--- src/rtl/decode_stage_if.sv ---
// Bundle of the fetch-side and execute-side handshakes of the decode stage.
//
//   in_valid / in_ready / in_instr / in_pc     : fetched instruction stream
//   out_valid / out_ready / out_*              : decoded head entry to execute
//
// master : the surrounding pipeline (drives the fetch side, consumes results)
// slave  : the decode stage itself
interface decode_stage_if #(
    parameter int XLEN = 32
);
    logic            in_valid;
    logic            in_ready;
    logic [31:0]     in_instr;
    logic [XLEN-1:0] in_pc;

    logic            out_valid;
    logic            out_ready;
    logic [XLEN-1:0] out_pc;
    logic [XLEN-1:0] out_imm;
    logic [4:0]      out_rd;
    logic [4:0]      out_rs1;
    logic [4:0]      out_rs2;
    logic [2:0]      out_funct3;
    logic [6:0]      out_funct7;
    logic [4:0]      out_opcode;
    logic            out_rd_we;
    logic            out_mm_we;
    logic            out_comp;
    logic            out_illegal;

    modport master (
        output in_valid, in_instr, in_pc, out_ready,
        input  in_ready, out_valid, out_pc, out_imm, out_rd, out_rs1, out_rs2,
               out_funct3, out_funct7, out_opcode, out_rd_we, out_mm_we,
               out_comp, out_illegal
    );

    modport slave (
        input  in_valid, in_instr, in_pc, out_ready,
        output in_ready, out_valid, out_pc, out_imm, out_rd, out_rs1, out_rs2,
               out_funct3, out_funct7, out_opcode, out_rd_we, out_mm_we,
               out_comp, out_illegal
    );
endinterface

--- src/rtl/decode_stage.sv ---
// Registered instruction decode stage.
// Expands compressed instructions, decodes register indices, immediate,
// funct fields and write enables, flags illegal encodings, and queues the
// result in a BUF_DEPTH-entry FIFO feeding the execute stage.
//
// Ports:
//   clk    : clock, rising edge
//   rst_n  : asynchronous active-low reset
//   flush  : synchronous discard of all buffered and incoming instructions
//   bus    : decode_stage_if.slave (fetch handshake in, decoded entry out)
module decode_stage #(
    parameter int XLEN      = 32,
    parameter int BUF_DEPTH = 2,
    parameter bit SUPPORT_C = 1'b1
) (
    input  logic           clk,
    input  logic           rst_n,
    input  logic           flush,
    decode_stage_if.slave  bus
);
    localparam bit RV64  = (XLEN == 64);
    localparam int PTR_W = (BUF_DEPTH > 1) ? $clog2(BUF_DEPTH) : 1;
    localparam int CNT_W = $clog2(BUF_DEPTH + 1);

    localparam logic [4:0] OPC_LOAD      = 5'b00000;
    localparam logic [4:0] OPC_MISC_MEM  = 5'b00011;
    localparam logic [4:0] OPC_OP_IMM    = 5'b00100;
    localparam logic [4:0] OPC_AUIPC     = 5'b00101;
    localparam logic [4:0] OPC_OP_IMM_32 = 5'b00110;
    localparam logic [4:0] OPC_STORE     = 5'b01000;
    localparam logic [4:0] OPC_OP        = 5'b01100;
    localparam logic [4:0] OPC_LUI       = 5'b01101;
    localparam logic [4:0] OPC_OP_32     = 5'b01110;
    localparam logic [4:0] OPC_BRANCH    = 5'b11000;
    localparam logic [4:0] OPC_JALR      = 5'b11001;
    localparam logic [4:0] OPC_JAL       = 5'b11011;
    localparam logic [4:0] OPC_SYSTEM    = 5'b11100;

    typedef enum logic [2:0] {FMT_R, FMT_I, FMT_S, FMT_B, FMT_U, FMT_J} fmt_t;

    typedef struct packed {
        logic [XLEN-1:0] pc;
        logic [XLEN-1:0] imm;
        logic [4:0]      rd;
        logic [4:0]      rs1;
        logic [4:0]      rs2;
        logic [2:0]      funct3;
        logic [6:0]      funct7;
        logic [4:0]      opcode;
        logic            rd_we;
        logic            mm_we;
        logic            comp;
        logic            illegal;
    } entry_t;

    // Compressed expander: returns {illegal, expanded 32-bit instruction}.
    // Reserved and floating-point encodings come back as illegal with a zero word.
    function automatic logic [32:0] expand(input logic [15:0] c);
        logic [4:0]  rdp;
        logic [4:0]  rs1p;
        logic [4:0]  rd;
        logic [4:0]  rs2;
        logic [31:0] inst;
        logic        ill;
        rdp  = {2'b01, c[4:2]};
        rs1p = {2'b01, c[9:7]};
        rd   = c[11:7];
        rs2  = c[6:2];
        inst = '0;
        ill  = 1'b0;
        case ({c[1:0], c[15:13]})
            5'b00_000: begin
                inst = {2'b00, c[10:7], c[12:11], c[5], c[6], 2'b00, 5'd2, 3'b000, rdp, 7'b0010011};
                ill  = (c[12:5] == 8'h00);
            end
            5'b00_010: inst = {5'b0, c[5], c[12:10], c[6], 2'b00, rs1p, 3'b010, rdp, 7'b0000011};
            5'b00_011: begin
                inst = {4'b0, c[6:5], c[12:10], 3'b000, rs1p, 3'b011, rdp, 7'b0000011};
                ill  = !RV64;
            end
            5'b00_110: inst = {5'b0, c[5], c[12], rdp, rs1p, 3'b010, c[11:10], c[6], 2'b00, 7'b0100011};
            5'b00_111: begin
                inst = {4'b0, c[6:5], c[12], rdp, rs1p, 3'b011, c[11:10], 3'b000, 7'b0100011};
                ill  = !RV64;
            end
            5'b01_000: inst = {{6{c[12]}}, c[12], c[6:2], rd, 3'b000, rd, 7'b0010011};
            5'b01_001: begin
                // c.jal on RV32, c.addiw on RV64
                if (RV64) begin
                    inst = {{6{c[12]}}, c[12], c[6:2], rd, 3'b000, rd, 7'b0011011};
                    ill  = (rd == 5'd0);
                end else begin
                    inst = {c[12], c[8], c[10:9], c[6], c[7], c[2], c[11], c[5:3],
                            c[12], {8{c[12]}}, 5'd1, 7'b1101111};
                end
            end
            5'b01_010: inst = {{6{c[12]}}, c[12], c[6:2], 5'd0, 3'b000, rd, 7'b0010011};
            5'b01_011: begin
                if (rd == 5'd2) begin
                    inst = {{3{c[12]}}, c[4:3], c[5], c[2], c[6], 4'b0000, 5'd2, 3'b000, 5'd2, 7'b0010011};
                end else begin
                    inst = {{15{c[12]}}, c[6:2], rd, 7'b0110111};
                end
                ill = ({c[12], c[6:2]} == 6'd0);
            end
            5'b01_100: begin
                case (c[11:10])
                    2'b00: inst = {6'b000000, c[12], c[6:2], rs1p, 3'b101, rs1p, 7'b0010011};
                    2'b01: inst = {6'b010000, c[12], c[6:2], rs1p, 3'b101, rs1p, 7'b0010011};
                    2'b10: inst = {{6{c[12]}}, c[12], c[6:2], rs1p, 3'b111, rs1p, 7'b0010011};
                    default: begin
                        case ({c[12], c[6:5]})
                            3'b000: inst = {7'b0100000, rdp, rs1p, 3'b000, rs1p, 7'b0110011};
                            3'b001: inst = {7'b0000000, rdp, rs1p, 3'b100, rs1p, 7'b0110011};
                            3'b010: inst = {7'b0000000, rdp, rs1p, 3'b110, rs1p, 7'b0110011};
                            3'b011: inst = {7'b0000000, rdp, rs1p, 3'b111, rs1p, 7'b0110011};
                            3'b100: begin
                                inst = {7'b0100000, rdp, rs1p, 3'b000, rs1p, 7'b0111011};
                                ill  = !RV64;
                            end
                            3'b101: begin
                                inst = {7'b0000000, rdp, rs1p, 3'b000, rs1p, 7'b0111011};
                                ill  = !RV64;
                            end
                            default: ill = 1'b1;
                        endcase
                    end
                endcase
            end
            5'b01_101: inst = {c[12], c[8], c[10:9], c[6], c[7], c[2], c[11], c[5:3],
                               c[12], {8{c[12]}}, 5'd0, 7'b1101111};
            5'b01_110,
            5'b01_111: inst = {c[12], {3{c[12]}}, c[6:5], c[2], 5'd0, rs1p, 2'b00, c[13],
                               c[11:10], c[4:3], c[12], 7'b1100011};
            5'b10_000: inst = {6'b000000, c[12], c[6:2], rd, 3'b001, rd, 7'b0010011};
            5'b10_010: begin
                inst = {4'b0, c[3:2], c[12], c[6:4], 2'b00, 5'd2, 3'b010, rd, 7'b0000011};
                ill  = (rd == 5'd0);
            end
            5'b10_011: begin
                inst = {3'b0, c[4:2], c[12], c[6:5], 3'b000, 5'd2, 3'b011, rd, 7'b0000011};
                ill  = !RV64 || (rd == 5'd0);
            end
            5'b10_100: begin
                if (!c[12]) begin
                    if (rs2 == 5'd0) begin
                        inst = {12'b0, rd, 3'b000, 5'd0, 7'b1100111};
                        ill  = (rd == 5'd0);
                    end else begin
                        inst = {7'b0, rs2, 5'd0, 3'b000, rd, 7'b0110011};
                    end
                end else if (rs2 == 5'd0 && rd == 5'd0) begin
                    inst = 32'h0010_0073;
                end else if (rs2 == 5'd0) begin
                    inst = {12'b0, rd, 3'b000, 5'd1, 7'b1100111};
                end else begin
                    inst = {7'b0, rs2, rd, 3'b000, rd, 7'b0110011};
                end
            end
            5'b10_110: inst = {4'b0, c[8:7], c[12], rs2, 5'd2, 3'b010, c[11:9], 2'b00, 7'b0100011};
            5'b10_111: begin
                inst = {3'b0, c[9:7], c[12], rs2, 5'd2, 3'b011, c[11:10], 3'b000, 7'b0100011};
                ill  = !RV64;
            end
            default: ill = 1'b1;
        endcase
        if (ill) inst = '0;
        return {ill, inst};
    endfunction

    logic             is_c;
    logic [32:0]      c_exp;
    logic [31:0]      instr;
    logic [4:0]       op;
    fmt_t             fmt;
    logic             known;
    logic             wr_class;
    logic             is_shift;
    logic [6:0]       funct7;
    logic [63:0]      imm64;
    entry_t           dec;

    entry_t           mem [BUF_DEPTH];
    logic [PTR_W-1:0] wr_ptr;
    logic [PTR_W-1:0] rd_ptr;
    logic [CNT_W-1:0] count;
    logic             push;
    logic             pop;
    entry_t           head;

    // Decode of the incoming instruction; the whole result is stored with the
    // FIFO entry so the execute side never sees the raw encoding.
    always_comb begin
        is_c     = (bus.in_instr[1:0] != 2'b11);
        c_exp    = expand(bus.in_instr[15:0]);
        instr    = bus.in_instr;
        dec      = '0;
        fmt      = FMT_R;
        known    = 1'b1;
        wr_class = 1'b0;
        imm64    = '0;
        if (is_c && SUPPORT_C) begin
            instr       = c_exp[31:0];
            dec.comp    = 1'b1;
            dec.illegal = c_exp[32];
        end
        // Without compressed support a 16-bit encoding reaches here unexpanded
        // and fails this check.
        if (instr[1:0] != 2'b11) dec.illegal = 1'b1;
        if (bus.in_instr[15:0] == 16'h0000 || bus.in_instr == 32'hFFFF_FFFF) dec.illegal = 1'b1;
        op = instr[6:2];
        case (op)
            OPC_LOAD:      begin fmt = FMT_I; wr_class = 1'b1; end
            OPC_MISC_MEM:  fmt = FMT_R;
            OPC_OP_IMM:    begin fmt = FMT_I; wr_class = 1'b1; end
            OPC_AUIPC:     begin fmt = FMT_U; wr_class = 1'b1; end
            OPC_OP_IMM_32: begin fmt = FMT_I; wr_class = 1'b1; known = RV64; end
            OPC_STORE:     fmt = FMT_S;
            OPC_OP:        begin fmt = FMT_R; wr_class = 1'b1; end
            OPC_LUI:       begin fmt = FMT_U; wr_class = 1'b1; end
            OPC_OP_32:     begin fmt = FMT_R; wr_class = 1'b1; known = RV64; end
            OPC_BRANCH:    fmt = FMT_B;
            OPC_JALR:      begin fmt = FMT_I; wr_class = 1'b1; end
            OPC_JAL:       begin fmt = FMT_J; wr_class = 1'b1; end
            OPC_SYSTEM:    fmt = FMT_I;
            default:       known = 1'b0;
        endcase
        if (!known) dec.illegal = 1'b1;

        case (fmt)
            FMT_I:   imm64 = {{52{instr[31]}}, instr[31:20]};
            FMT_S:   imm64 = {{52{instr[31]}}, instr[31:25], instr[11:7]};
            FMT_B:   imm64 = {{51{instr[31]}}, instr[31], instr[7], instr[30:25], instr[11:8], 1'b0};
            FMT_U:   imm64 = {{32{instr[31]}}, instr[31:12], 12'b0};
            FMT_J:   imm64 = {{43{instr[31]}}, instr[31], instr[19:12], instr[20], instr[30:21], 1'b0};
            default: imm64 = '0;
        endcase
        funct7 = (fmt == FMT_R) ? instr[31:25] : 7'd0;

        // Shift amounts are 6 bits wide only for full-width RV64 shifts; the
        // low funct7 bit then belongs to the shamt.
        is_shift = (op == OPC_OP_IMM || op == OPC_OP_IMM_32) && (instr[13:12] == 2'b01);
        if (is_shift) begin
            if (RV64 && op == OPC_OP_IMM) begin
                imm64  = {58'd0, instr[25:20]};
                funct7 = {instr[31:26], 1'b0};
            end else begin
                imm64  = {59'd0, instr[24:20]};
                funct7 = instr[31:25];
            end
        end

        if (dec.illegal) begin
            imm64    = '0;
            funct7   = '0;
            wr_class = 1'b0;
        end

        dec.pc     = bus.in_pc;
        dec.imm    = imm64[XLEN-1:0];
        dec.rd     = instr[11:7];
        dec.rs1    = instr[19:15];
        dec.rs2    = instr[24:20];
        dec.funct3 = instr[14:12];
        dec.funct7 = funct7;
        dec.opcode = op;
        dec.rd_we  = wr_class && (instr[11:7] != 5'd0);
        dec.mm_we  = (op == OPC_STORE) && !dec.illegal;
    end

    // Handshake: in_ready depends on occupancy only, so out_ready never
    // reaches the fetch side combinationally. Flush suppresses both moves.
    assign bus.in_ready  = (count < CNT_W'(BUF_DEPTH));
    assign bus.out_valid = (count != '0);
    assign push          = bus.in_valid && bus.in_ready && !flush;
    assign pop           = bus.out_valid && bus.out_ready && !flush;

    function automatic logic [PTR_W-1:0] ptr_next(input logic [PTR_W-1:0] p);
        return (p == PTR_W'(BUF_DEPTH - 1)) ? '0 : p + 1'b1;
    endfunction

    // Occupancy and pointers; flush empties the FIFO in one edge.
    always_ff @(posedge clk or negedge rst_n) begin
        if (!rst_n) begin
            count  <= '0;
            wr_ptr <= '0;
            rd_ptr <= '0;
        end else if (flush) begin
            count  <= '0;
            wr_ptr <= '0;
            rd_ptr <= '0;
        end else begin
            if (push) wr_ptr <= ptr_next(wr_ptr);
            if (pop)  rd_ptr <= ptr_next(rd_ptr);
            case ({push, pop})
                2'b10:   count <= count + 1'b1;
                2'b01:   count <= count - 1'b1;
                default: count <= count;
            endcase
        end
    end

    // Entry storage needs no reset: outputs are masked while the FIFO is empty.
    always_ff @(posedge clk) begin
        if (push) mem[wr_ptr] <= dec;
    end

    assign head = bus.out_valid ? mem[rd_ptr] : '0;

    assign bus.out_pc      = head.pc;
    assign bus.out_imm     = head.imm;
    assign bus.out_rd      = head.rd;
    assign bus.out_rs1     = head.rs1;
    assign bus.out_rs2     = head.rs2;
    assign bus.out_funct3  = head.funct3;
    assign bus.out_funct7  = head.funct7;
    assign bus.out_opcode  = head.opcode;
    assign bus.out_rd_we   = head.rd_we;
    assign bus.out_mm_we   = head.mm_we;
    assign bus.out_comp    = head.comp;
    assign bus.out_illegal = head.illegal;
endmodule

--- src/flat_wrapper.sv ---
// flat-port wrapper written by rule: the top's interface ports become plain ports
module decode_stage_flat 
#(
    parameter int XLEN      = 32,
    parameter int BUF_DEPTH = 2,
    parameter bit SUPPORT_C = 1'b1
)
  (clk, rst_n, flush, bus_in_valid, bus_in_instr, bus_in_pc, bus_out_ready, bus_in_ready, bus_out_valid, bus_out_pc, bus_out_imm, bus_out_rd, bus_out_rs1, bus_out_rs2, bus_out_funct3, bus_out_funct7, bus_out_opcode, bus_out_rd_we, bus_out_mm_we, bus_out_comp, bus_out_illegal);
  decode_stage_if #(.XLEN(XLEN)) bus_i ();
  input  logic clk;
  input  logic rst_n;
  input  logic flush;
  input wire logic [$bits(bus_i.in_valid)-1:0] bus_in_valid;
  input wire logic [$bits(bus_i.in_instr)-1:0] bus_in_instr;
  input wire logic [$bits(bus_i.in_pc)-1:0] bus_in_pc;
  input wire logic [$bits(bus_i.out_ready)-1:0] bus_out_ready;
  output wire logic [$bits(bus_i.in_ready)-1:0] bus_in_ready;
  output wire logic [$bits(bus_i.out_valid)-1:0] bus_out_valid;
  output wire logic [$bits(bus_i.out_pc)-1:0] bus_out_pc;
  output wire logic [$bits(bus_i.out_imm)-1:0] bus_out_imm;
  output wire logic [$bits(bus_i.out_rd)-1:0] bus_out_rd;
  output wire logic [$bits(bus_i.out_rs1)-1:0] bus_out_rs1;
  output wire logic [$bits(bus_i.out_rs2)-1:0] bus_out_rs2;
  output wire logic [$bits(bus_i.out_funct3)-1:0] bus_out_funct3;
  output wire logic [$bits(bus_i.out_funct7)-1:0] bus_out_funct7;
  output wire logic [$bits(bus_i.out_opcode)-1:0] bus_out_opcode;
  output wire logic [$bits(bus_i.out_rd_we)-1:0] bus_out_rd_we;
  output wire logic [$bits(bus_i.out_mm_we)-1:0] bus_out_mm_we;
  output wire logic [$bits(bus_i.out_comp)-1:0] bus_out_comp;
  output wire logic [$bits(bus_i.out_illegal)-1:0] bus_out_illegal;
  assign bus_i.in_valid = bus_in_valid;
  assign bus_i.in_instr = bus_in_instr;
  assign bus_i.in_pc = bus_in_pc;
  assign bus_i.out_ready = bus_out_ready;
  assign bus_in_ready = bus_i.in_ready;
  assign bus_out_valid = bus_i.out_valid;
  assign bus_out_pc = bus_i.out_pc;
  assign bus_out_imm = bus_i.out_imm;
  assign bus_out_rd = bus_i.out_rd;
  assign bus_out_rs1 = bus_i.out_rs1;
  assign bus_out_rs2 = bus_i.out_rs2;
  assign bus_out_funct3 = bus_i.out_funct3;
  assign bus_out_funct7 = bus_i.out_funct7;
  assign bus_out_opcode = bus_i.out_opcode;
  assign bus_out_rd_we = bus_i.out_rd_we;
  assign bus_out_mm_we = bus_i.out_mm_we;
  assign bus_out_comp = bus_i.out_comp;
  assign bus_out_illegal = bus_i.out_illegal;
  decode_stage #(.XLEN(XLEN), .BUF_DEPTH(BUF_DEPTH), .SUPPORT_C(SUPPORT_C)) u_core (.clk(clk), .rst_n(rst_n), .flush(flush), .bus(bus_i));
endmodule
--- config.mk ---
export PLATFORM = sky130hd
export DESIGN_NAME = decode_stage_flat
export DESIGN_NICKNAME = d
export VERILOG_FILES = /design/src/rtl/decode_stage_if.sv /design/src/rtl/decode_stage.sv /design/src/flat_wrapper.sv
export SDC_FILE = /design/constraint.sdc
export NUM_CORES = 1
export LEC_CHECK = 0
export ABC_CLOCK_PERIOD_IN_PS = 7800
export BUFFER_PORTS_ARGS = -buffer_cell sky130_fd_sc_hd__buf_2
export CAP_MARGIN = 20
export CORE_MARGIN = 10
export CORE_UTILIZATION = 45
export DETAILED_ROUTE_END_ITERATION = 12
export HOLD_SLACK_MARGIN = 0.06
export PLACE_DENSITY = 0.81
export SYNTH_ARGS = -nofsm -noshare
export SYNTH_HDL_FRONTEND = slang
export SYNTH_SLANG_ARGS = --single-unit
export TNS_END_PERCENT = 30
--- constraint.sdc ---
create_clock -name clk -period 7.8 [get_ports clk]
set_input_delay 0.39 -clock clk [delete_from_list [all_inputs] [get_ports clk]]
set_output_delay 0.39 -clock clk [all_outputs]
set_load 0.1 [all_outputs]
==> results.tsv <==
stage	metric	value	unit
power_and_ir_drop	peak supply drop	0.0001602	V
final_layout	area grow syn2layout	15.52	%
timing	unrepaired setup endpoints after global routing	no	
worst_setup_path	CP cell instances	buf_2 -> nor2b_1 -> nand3_1 -> a21oi_2 -> a21o_1 -> o22ai_1 -> a2111oi_4 -> a211oi_4 -> buf_4 -> nor4b_1	
global_route	first-pass GRT wire length	45080	um
floorplan	die area	29350	um2
worst_hold_path	Hold Crit Class	input pin to flip-flop	
timing	setup TNS	0	ns
logic_synthesis	main combinational cell family by area after synthesis	simple AND/OR/NAND/NOR gates	
cts	total number of H-tree levels	4	
worst_setup_path	Worst EP required	7.97	ns
timing	Slew HR	0.2454	
final_layout	share of cells above drive strength 1	0.2386	
worst_hold_path	Hold Path Depth	1	
logic_synthesis	Syn Area/Cell	11.76	um2
floorplan	Die Y	171.3	um
logic_synthesis	simple-gate share of the synthesized area	0.1434	
final_layout	ant diodes	0	
logic_synthesis	Syn Std Cell Area	10300	um2
detailed_routing	DRT iter0 DRCs	845	
timing	FMAX	251.2	MHz
worst_setup_path	FF-to-FF Start	u_core.count[1]	
worst_setup_path	Critical Path Sink Type	flip-flop	
timing	worst setup margin	3.819	ns
logic_synthesis	synthesized net count	945	
final_layout	nets	1083	
worst_setup_path	CP max stage cell	a21o_1	
global_route	GR Util All Layers	0.1975	
place	HPWL after DPL	21030	um
cts	CTS tree	yes	
worst_setup_path	cell depth of the worst setup path	10	
logic_synthesis	async set or reset register ratio after synthesis	0.02000	
place	I/O Buffers	168	
cts	CTS root buf	clkbuf_16	
logic_synthesis	multiplexer area fraction after synthesis	0.09715	
final_layout	commonest non-fill, non-tap cell in the layout	edfxtp_1	
worst_setup_path	WP buf/inv	2	
detailed_routing	1st-pass router iterations	5	
logic_synthesis	sequential share of the synthesized area	0.5809	
global_route	initial antenna violation count	0	
worst_setup_path	Arr. time, crit path	4.16	ns
timing	WHS	0.1534	ns
logic_synthesis	synth warn	0	
cts	clk_lat worst skew	0.42	ns
detailed_routing	vias after detailed routing	7892	
logic_synthesis	#FFs+latches synth	200	
worst_setup_path	kind of critical path	input pin to flip-flop	
global_route	total grt overflow	0	
timing	crit share post-route	0.5104	
timing	worst slew pin tran	1.132	ns
cts	post-CTS sizing	0	
place	Setup WS pre-CTS	3.538	ns
worst_setup_path	worst setup path startpoint	bus_in_instr[1]	
cts	TritonCTS buffer count	17	
detailed_routing	Detailed Route WL	29650	um
run	max-cap violations	0	
logic_synthesis	top_reg_cell synth	edfxtp_1	
final_layout	fill cell count	1891	
timing	Worst Clk Skew	0.009182	ns
detailed_routing	DRC	0	
logic_synthesis	EDFF count, synth	196	
logic_synthesis	Synth Area in Adders	0	
logic_synthesis	Netlist cell types	84	
cts	deepest clock path buffer count	2	
logic_synthesis	Post-Synth XOR/XNOR Area	0.003400	
floorplan	Initial Utilization	0.4565	
logic_synthesis	complex-gate fraction of the synthesized area	0.1384	
global_route	largest net degree at the start of global routing	67	
power_and_ir_drop	P_leak	4.284	nW
worst_setup_path	worst-path maximum fanout	39	
floorplan	Boundary Pins	169	
timing	final hold violations	0	
floorplan	Core Region	22570	um2
power_and_ir_drop	Power Density	229.1	nW/um2
status	status	finished, final reports clean	
worst_setup_path	FF-to-FF path depth	4	
worst_setup_path	Crit path max-delay family	compound AO/OA/AOI/OAI gates	
timing	final number of setup-violating endpoints	0	
final_layout	most frequent cells in the layout	196 x edfxtp_1, 168 x buf_2, 138 x nor2_1	
worst_setup_path	Setup crit start kind	input pin	
detailed_routing	WL/cell	22.60	um
global_route	vias in the first global route	7675	
floorplan	chip width	171.3	um
timing	min Tclk post-route	3.981	ns
cts	clk sinks	200	
logic_synthesis	Syn Inst Count	876	
place	Final Wtd Congestion	1.012	
cts	Post-CTS Setup Repair Bufs	0	
timing	Slew Limit Fails	0	
cts	Clock transition at path regs	0.08	ns
detailed_routing	Via density	6.015	
cts	CTS Hold Buffers Added	1	
worst_setup_path	delay of the slowest cell on the worst path	0.53	ns
worst_hold_path	hold path start	bus_in_pc[25]	
detailed_routing	Antenna Violating Nets Remaining	0	
floorplan	FP Rows	55	
## area by class of cell
type	instances	area, um2	area share
repair buffers	180	933.4	0.07842
well taps	285	356.6	0.02996
clock buffers	18	429.2	0.03606
multi-input cells	592	3964	0.3330
flip-flops and latches	200	5989	0.5032
inverters	23	93.84	0.007884
clock inverters	14	136.4	0.01146
## per-layer routing
metal	wire length [um]	track usage
met1	12330	0.2563
met2	13490	0.3111
met3	2789	0.04928
met4	1037	0.07826
met5	0	0
## registers in the layout, summed over array words and instances, names as in the netlist
register       count
u_core.mem       196
u_core.count       2
u_core.rd_ptr      1
u_core.wr_ptr      1
## cells by family after synthesis
group,after synthesis
and+or+nand+nor,303
buffers and inverters,84
xor gates and xnor gates,4
AOI/OAI and AO/OA,185
muxes,100
DFF,200
## worst reg2reg max path, cell delays in order, from the launching register on
cell	delay, ns
dfrtp_1	0.43
inv_1	0.11
nand2_1	0.15
nor3_2	0.78
buf_4	0.85
## cells in the mapped netlist, types with 6 or more instances
library cell  instances  area (um2)
a211oi_1             23       172.7
a21o_1                7       52.55
a21oi_1              31       155.2
a22o_1                8       70.07
a22oi_1               7       52.55
a31oi_1               8       50.05
and3_1                7       43.79
and3b_1              10       87.58
buf_1                17       63.81
buf_2                 8       40.04
clkbuf_1             28       105.1
edfxtp_1            196        5886
inv_1                17       63.81
mux2i_1             100        1001
nand2_1              57       214.0
nand2b_1              6       37.54
nand3_1              14       70.07
nand4_1              11       68.82
nor2_1              139       521.8
nor3_1               15       75.07
nor3b_1               6       45.04
nor4b_1               6       52.55
o21ai_0              30       150.1
o22ai_1               8       50.05
o31ai_1               6       45.04
## worst paths after layout
| check | to | slack (ns) |
|---|---|---|
| worst min-delay path | u_core.mem[0][91] | 0.15 |
| min in group asynchronous | u_core.rd_ptr | 0.33 |
| worst max register to register | u_core.mem[0][61] | 5.06 |
| max in group asynchronous | u_core.rd_ptr | 7.34 |
| worst max-delay path | u_core.mem[0][39] | 3.82 |
| worst min register to register | u_core.wr_ptr | 0.61 |
## where the power goes
part | internal [W] | total [W] | switching [W]
combinational | 0.000134 | 0.000642 | 0.000508
clock | 0.000424 | 0.000832 | 0.000408
sequential | 0.00123 | 0.00125 | 0.0000186
## through the flow
step / cell area, um2 / cells / power, W / utilization
floorplan: 10310 / 876 / 0.001778 / -
global placement: 11330 / 1279 / 0.001912 / 0.5018
detailed placement: 11330 / 1279 / 0.001914 / 0.5018
CTS: 11900 / 1312 / 0.002739 / 0.5273
global route: 11900 / 1312 / 0.002826 / 0.5273
finish: 11900 / 1312 / 0.002727 / 0.5273
No activity file was read; power rests on OpenSTA's default activity.
